### config.mk
export PLATFORM = sky130hd
export DESIGN_NAME = exp_taylor_engine
export DESIGN_NICKNAME = d
export VERILOG_FILES = /design/src/rtl/exp_taylor_engine.sv
export SDC_FILE = /design/constraint.sdc
export NUM_CORES = 1
export LEC_CHECK = 0
export CAP_MARGIN = 20
export CORE_MARGIN = 2
export CORE_UTILIZATION = 45
export DETAILED_ROUTE_END_ITERATION = 6
export DONT_BUFFER_PORTS = 1
export SYNTH_ARGS = -nofsm -noshare
export SYNTH_HDL_FRONTEND = slang
export SYNTH_SLANG_ARGS = --single-unit
### constraint.sdc
create_clock -name clk -period 11.7 [get_ports clk]
set_input_delay 0 -clock clk [delete_from_list [all_inputs] [get_ports clk]]
set_output_delay 0 -clock clk [all_outputs]
set_load 0.005 [all_outputs]
### src/rtl/exp_taylor_engine.sv
`default_nettype none
`timescale 1ns/1ps
// ============================================================================
// exp_taylor_engine : e^x (x in Q0.16) as a truncated Taylor series,
//                     one shared 17x17 multiplier, result in Q2.16.
// Revision: 1.0
// ============================================================================
module exp_taylor_engine #(
  parameter int TERMS = 8
) (
  input  logic        clk,
  input  logic        rst,
  input  logic        start,
  input  logic [15:0] x,
  output logic        busy,
  output logic        done,
  output logic [17:0] result
);

  generate
    if (TERMS < 1 || TERMS > 8) begin : g_bad_terms
      $error("exp_taylor_engine: TERMS must lie in 1..8");
    end
  endgenerate

  typedef enum logic [2:0] {
    S_IDLE  = 3'd0,
    S_LOAD  = 3'd1,
    S_MUL_T = 3'd2,
    S_MUL_C = 3'd3,
    S_DONE  = 3'd4
  } state_t;

  localparam logic [3:0]  C_LAST_K = 4'(TERMS);
  localparam logic [16:0] C_ONE_T  = 17'h10000;
  localparam logic [17:0] C_ONE_A  = 18'h10000;

  state_t      state_q, state_d;
  logic [15:0] x_q, x_d;
  logic [16:0] term_q, term_d;
  logic [17:0] acc_q, acc_d;
  logic [3:0]  k_q, k_d;
  logic        busy_q, busy_d;
  logic        done_q, done_d;
  logic [17:0] result_q, result_d;

  logic [16:0] w_coef;
  logic [16:0] w_mul_b;
  logic [32:0] w_prod;
  logic [16:0] w_prod_hi;
  logic        w_unused_prod_lsbs;

  // 1/k! in Q1.16
  always_comb begin
    w_coef = 17'h00000;
    case (k_q)
      4'd1:    w_coef = 17'h10000;
      4'd2:    w_coef = 17'h08000;
      4'd3:    w_coef = 17'h02AAB;
      4'd4:    w_coef = 17'h00AAB;
      4'd5:    w_coef = 17'h00222;
      4'd6:    w_coef = 17'h0005B;
      4'd7:    w_coef = 17'h0000D;
      4'd8:    w_coef = 17'h00002;
      default: w_coef = 17'h00000;
    endcase
  end

  // Both products stay below 2^33, so a 33-bit product is exact before truncation.
  assign w_mul_b            = (state_q == S_MUL_T) ? {1'b0, x_q} : w_coef;
  assign w_prod             = 33'(term_q) * 33'(w_mul_b);
  assign w_prod_hi          = w_prod[32:16];
  assign w_unused_prod_lsbs = ^w_prod[15:0];

  always_comb begin
    state_d  = state_q;
    x_d      = x_q;
    term_d   = term_q;
    acc_d    = acc_q;
    k_d      = k_q;
    result_d = result_q;
    case (state_q)
      S_IDLE: begin
        if (start) begin
          x_d     = x;
          state_d = S_LOAD;
        end
      end
      S_LOAD: begin
        term_d  = C_ONE_T;
        acc_d   = C_ONE_A;
        k_d     = 4'd1;
        state_d = S_MUL_T;
      end
      S_MUL_T: begin
        term_d  = w_prod_hi;
        state_d = S_MUL_C;
      end
      S_MUL_C: begin
        acc_d = acc_q + {1'b0, w_prod_hi};
        if (k_q == C_LAST_K) begin
          result_d = acc_d;
          state_d  = S_DONE;
        end else begin
          k_d     = k_q + 4'd1;
          state_d = S_MUL_T;
        end
      end
      S_DONE:  state_d = S_IDLE;
      default: state_d = S_IDLE;
    endcase
    busy_d = (state_d != S_IDLE);
    done_d = (state_d == S_DONE);
  end

  always_ff @(posedge clk or posedge rst) begin
    if (rst) begin
      state_q  <= S_IDLE;
      x_q      <= 16'h0000;
      term_q   <= 17'h00000;
      acc_q    <= 18'h00000;
      k_q      <= 4'd1;
      busy_q   <= 1'b0;
      done_q   <= 1'b0;
      result_q <= 18'h00000;
    end else begin
      state_q  <= state_d;
      x_q      <= x_d;
      term_q   <= term_d;
      acc_q    <= acc_d;
      k_q      <= k_d;
      busy_q   <= busy_d;
      done_q   <= done_d;
      result_q <= result_d;
    end
  end

  assign busy   = busy_q;
  assign done   = done_q;
  assign result = result_q;

endmodule
`default_nettype wire
-- Word-level counts from Yosys, hierarchy flattened
Memories as Yosys holds them, arrays and structs flattened.
Index checks and enable logic that the tools add are counted.
- muxes and demuxes: 8
- reductions and logical operators: 7
- $add $sub $neg: 2
- multiply operators: 1
- equality and inequality tests: 6
- operator list (operator ; number):
    case mux 18 bit (2 select lines) ; 1
    case mux 17 bit (2 select lines) ; 1
    multiplier 17 x 17 -> 33 bit ; 1
    adder 18 x 17 -> 18 bit ; 1
    2-to-1 mux 17 bit ; 1
    case mux 3 bit (4 select lines) ; 1
    case mux 4 bit (2 select lines) ; 1
    == test 3 x 2 -> 1 bit (second input constant) ; 2
    2-to-1 mux 3 bit ; 2
    AND reduction 2 bit ; 3
    adder 4 x 1 -> 4 bit (second input constant) ; 1
    == test 4 bit (second input constant) ; 1
    2-to-1 mux 4 bit ; 1
    nonzero test 2 bit ; 2
    == test 3 x 1 -> 1 bit (second input constant) ; 1
    == test 3 bit (second input constant) ; 1
    logical NOT 3 bit ; 1
    nonzero test 3 bit ; 1
    != test 2 bit (second input constant) ; 1
- memories: 1
- output and inout bits: 20
- ROM bits: 208
- register bits after elaboration: 78
- logic and storage cells: 33
- bits of input ports: 19
- memory list (name ; depth ; bits a word ; rd ports ; clocked after memory_dff ; write ports ; line ; text):
    (name not given) ; 16 ; 13 ; 1 ; 0 ; 0 ; 56 ; case (k_q)

-- Depth between registers and ports, before layout
- word-level depth: 5
- depth in mapped cells: 35
- gate-level depth less buffers: 34

-- Worst setup path before layout
No wires, ideal clock.
- path type: register to register
- start point: register state_q[0]
- end point: register result_q[15] (netlist: result[15])
- library setup time: 125 ps
- data required time: 11575 ps
- arrival time: 7984 ps
- buffers on the path: 4
- cell stages (with the launch flop): 33
- period minus slack after synthesis: 8108 ps
- slack: 3592 ps
- cell sequence: dfrtp_1 -> buf_2 -> nor3b_1 -> clkbuf_1 -> buf_2 -> nand2_1 -> nand2_1 -> buf_2 -> nand2_1 -> fa_1 -> fa_1 -> inv_1 -> fa_1 -> inv_1 -> fa_1 -> fa_1 -> fa_1 -> inv_1 -> ha_1 -> a21oi_1 -> o211ai_1 -> o21a_1 -> a311o_4 -> a21oi_2 -> xnor2_1 -> ha_1 -> and4_1 -> a21o_1 -> a211oi_2 -> o211ai_1 -> a31oi_1 -> xnor2_1 -> mux2_2
- word-level cells in the longest chain between the ends: 4
- RTL lines (what ; line ; text):
    from (decl) ; 38 ; state_t state_q, state_d;
    from (signal assigned) ; 127 ; state_q <= state_d;
    == test 3 x 2 -> 1 bit ; 70 ; assign w_mul_b = (state_q == S_MUL_T) ? {1'b0, x_q} : w_coef;
    2-to-1 mux 17 bit ; 70 ;
    multiplier 17 x 17 -> 33 bit ; 71 ; assign w_prod = 33'(term_q) * 33'(w_mul_b);
    adder 18 x 17 -> 18 bit ; 100 ; acc_d = acc_q + {1'b0, w_prod_hi};
    to (signal assigned) ; 134 ; result_q <= result_d;
    to (decl) ; 45 ; logic [17:0] result_q, result_d;
Several ways; a longest one is shown, not always the timed one.
A chain may end at the register's enable or synchronous reset.

-- Worst setup path in the final report
- start point: register state_q[1]
- end point: register result_q[15] (netlist: result[15])
Same word-level chain as after synthesis.

==> results_dict.tcl <==
set metrics [dict create \
    min_period_ns 9.55 \
    yosysTopAreaCellShare_pct 33.6 \
    drtIter0Drc 424 \
    drv_cap 0 \
    rsz0062_at_grt "no" \
    seq_area_frac_synth_pct 14.8 \
    synth_edf_count 0 \
    routedWlPerCell_um 18.1 \
    ys.flop_type "dfrtp_1" \
    cts_buffers 9 \
    multi_input_area_um2 9980 \
    critPathMaxFanout 18 \
    crit_arrival_ns 9.78 \
    drive_above_1_share_pct 4.82 \
    root_buffer "clkbuf_16" \
    clock_latency_ns 0.34 \
    endpoint_kind "flip-flop" \
    yosys_warnings 0 \
    grt_overflow 0 \
    crit_top_cell "fa_1" \
    crit_slowest_cell "dfrtp_1" \
    reg2reg_depth 32 \
    die-width_um 176 \
    cp-start-kind "flip-flop" \
    dieArea_um2 30800 \
    syn_area_um2 13200 \
    netlist_top_cells_area "fa_1 (34%), dfrtp_1 (15%), ha_1 (12%), inv_1 (8.0%), nand2_1 (6.8%)" \
    max_freq_ghz 0.105 \
    critical_path_required_ns 11.92 \
    core-area_um2 28900 \
    initial_core_util_pct 45.9 \
    fin_skew_ns 0.00682 \
    fin_setup_tns_ns 0 \
    cts_sinks 78 \
    whs_ns 0.125 \
    areaGrowthSynthToFinish_pct 6.21 \
    slowest_delay_ns 0.70 \
    hpwl_um 25400 \
    setup_violations 0 \
    ios 39 \
    reg2reg_from "state_q[1]$_DFF_PP0_" \
    clockBufferDepth 2 \
    synth-seq-cells 78 \
    worstHoldPathType "in2async" \
    grt_pass1_vias 10300 \
    synth_area_per_cell_um2 9.11 \
    cts_tree "done" \
    clk_pin_slew_ns 0.06 \
    htree_levels 3 \
    cts_setup_buffers 0 \
    yosysTopAreaCell "fa_1" \
    rows 62 \
    dr_total_vias 9666 \
    grtUsageTotal_pct 22.8 \
    yosysUniqueCellTypes 67 \
    syn_inst 1453 \
    routed_wl_um 32800 \
    r2r-end "result[15]$_DFFE_PP0P_" \
    grt_pass1_wl_um 55100 \
    postCtsHoldBufs 17 \
    grt_max_degree 79 \
    ys_top_cells_by_count "inv_1 (283), nand2_1 (241), fa_1 (222)" \
    dp_cells 1782 \
    critPathKind "reg2reg" \
    finalHoldViolCount 0 \
    remaining_drc_errors 0 \
    die_h_um 176 \
    io_buffers 0 \
    via_per_inst 5.32 \
    worstMarginPinSlew_ns 1.03 \
    r2r_setup_slack_ns 2.15 \
    outcome "complete, no violations" \
    fin_nets 1795 \
    fillerInstances 2797 \
    regArea_um2 1950 \
    drv_slew 0 \
    cts_resized 0 \
    synthesis.nets 1820 \
    slew_headroom_pct 31.2 \
    antenna_found_initial 1 \
    synth.most_common_cell "inv_1" \
    gp_congestion 0.868 \
    min_period_over_period_pct 81.6 \
    postRouteAntennaNets 0 \
    dr.pass1.iters 5 \
    post_layout_nonfiller_instances 1818 \
    ys_async_sr_fraction_pct 100 \
]
## cell families (layout without fill, tap and decap cells)
kind of cell	Yosys count	count (layout)	share of synthesized area, %
AND/OR/NAND/NOR	454	454	16.4
adder cells (fa/ha/maj)	348	348	45.5
other	0	1	0
XOR/XNOR	36	36	2.49
multiplexers	23	23	1.94
flip-flops	78	78	14.8
buffers and inverters	348	328	9.98
AO/OA/AOI/OAI	166	166	8.91
## layer usage
metal	routed length, um	vias up	GRT usage [%]	part of all wire (%)
met4	544	0	4.68	1.7
li1	-	4470	-	-
met2	16600	182	40.0	51
met5	0	-	0	0
met3	1060	35	2.51	3.2
met1	14600	4979	30.6	44
## state kept, by name, indices dropped and copies added (netlist names)
signal	count
acc_q	18
result	18
term_q	17
x_q	16
k_q	4
state_q	3
busy	1
done	1
## worst max path at each step
| stage | slack, ns | cells past startpoint | startpoint | to |
|---|---|---|---|---|
| after global routing | 1.54 | 32 | state_q[1]$_DFF_PP0_ | acc_q[16]$_DFFE_PP0P_ |
| after CTS | 1.65 | 31 | state_q[1]$_DFF_PP0_ | result[15]$_DFFE_PP0P_ |
| after floorplan | 3.59 | 32 | state_q[0]$_DFF_PP0_ | result[15]$_DFFE_PP0P_ |
| after global placement | 1.86 | 31 | state_q[1]$_DFF_PP0_ | result[15]$_DFFE_PP0P_ |
| after detailed placement | 1.72 | 31 | state_q[1]$_DFF_PP0_ | result[15]$_DFFE_PP0P_ |
| final | 2.15 | 32 | state_q[1]$_DFF_PP0_ | result[15]$_DFFE_PP0P_ |
## worst max-delay path, delay by kind of cell, from the launching register on
family	cells	cell delay [ns]
DFF	1	0.70
adders and majority gates	8	3.66
AOI/OAI and AO/OA	10	2.57
buffers and inverters	5	0.43
muxes	1	0.26
xor gates and xnor gates	2	0.38
and+or+nand+nor	6	1.41
## stage by stage
| stage | utilization [%] | setup slack, ns | instance area (um2) |
|---|---|---|---|
| 2_1_floorplan | - | 3.59 | 13200 |
| 3_3_place_gp | 47.0 | 1.86 | 13500 |
| 3_5_place_dp | 47.0 | 1.72 | 13500 |
| 4_1_cts | 48.6 | 1.65 | 14000 |
| 5_1_grt | 48.7 | 1.54 | 14100 |
| 6_report | 48.7 | 2.15 | 14100 |
## layout make-up
type                       count  area share [%]
clock buffer                   9            1.60
timing repair buffer          29            2.02
tap                          384            3.42
inverter                     283            7.56
multi-input combinational   1027            71.0
antenna                        1          0.0178
sequential                    78            13.9
clock inverter                 7           0.525
## cell usage in the layout (no fill, tap or decap), types with 3 or more instances in the layout
| master | synthesis | layout |
|---|---|---|
| a211oi_1 | 8 | 8 |
| a21boi_0 | 3 | 3 |
| a21o_1 | 16 | 16 |
| a21oi_1 | 35 | 35 |
| a22o_1 | 21 | 21 |
| a32o_1 | 3 | 3 |
| and2_1 | 100 | 100 |
| and3_1 | 27 | 27 |
| buf_4 | 0 | 10 |
| clkbuf_16 | 0 | 9 |
| clkinv_2 | 0 | 3 |
| dfrtp_1 | 77 | 77 |
| dlygate4sd3_1 | 0 | 17 |
| fa_1 | 222 | 222 |
| ha_1 | 126 | 126 |
| inv_1 | 283 | 282 |
| mux2_2 | 21 | 21 |
| nand2_1 | 241 | 241 |
| nand2b_1 | 5 | 5 |
| nand3_1 | 21 | 21 |
| nor2_1 | 23 | 23 |
| nor2b_1 | 7 | 7 |
| nor3_1 | 8 | 8 |
| o211ai_1 | 9 | 9 |
| o21a_1 | 3 | 3 |
| o21ai_0 | 35 | 35 |
| o21bai_1 | 4 | 4 |
| or2_2 | 3 | 3 |
| or3_1 | 3 | 3 |
| or4_1 | 3 | 3 |
| xnor2_1 | 26 | 26 |
| xor2_1 | 9 | 9 |
Power is left out: the tool's default activity adds up to more than one toggle a clock period on the data nets, which glitch-free logic cannot reach.
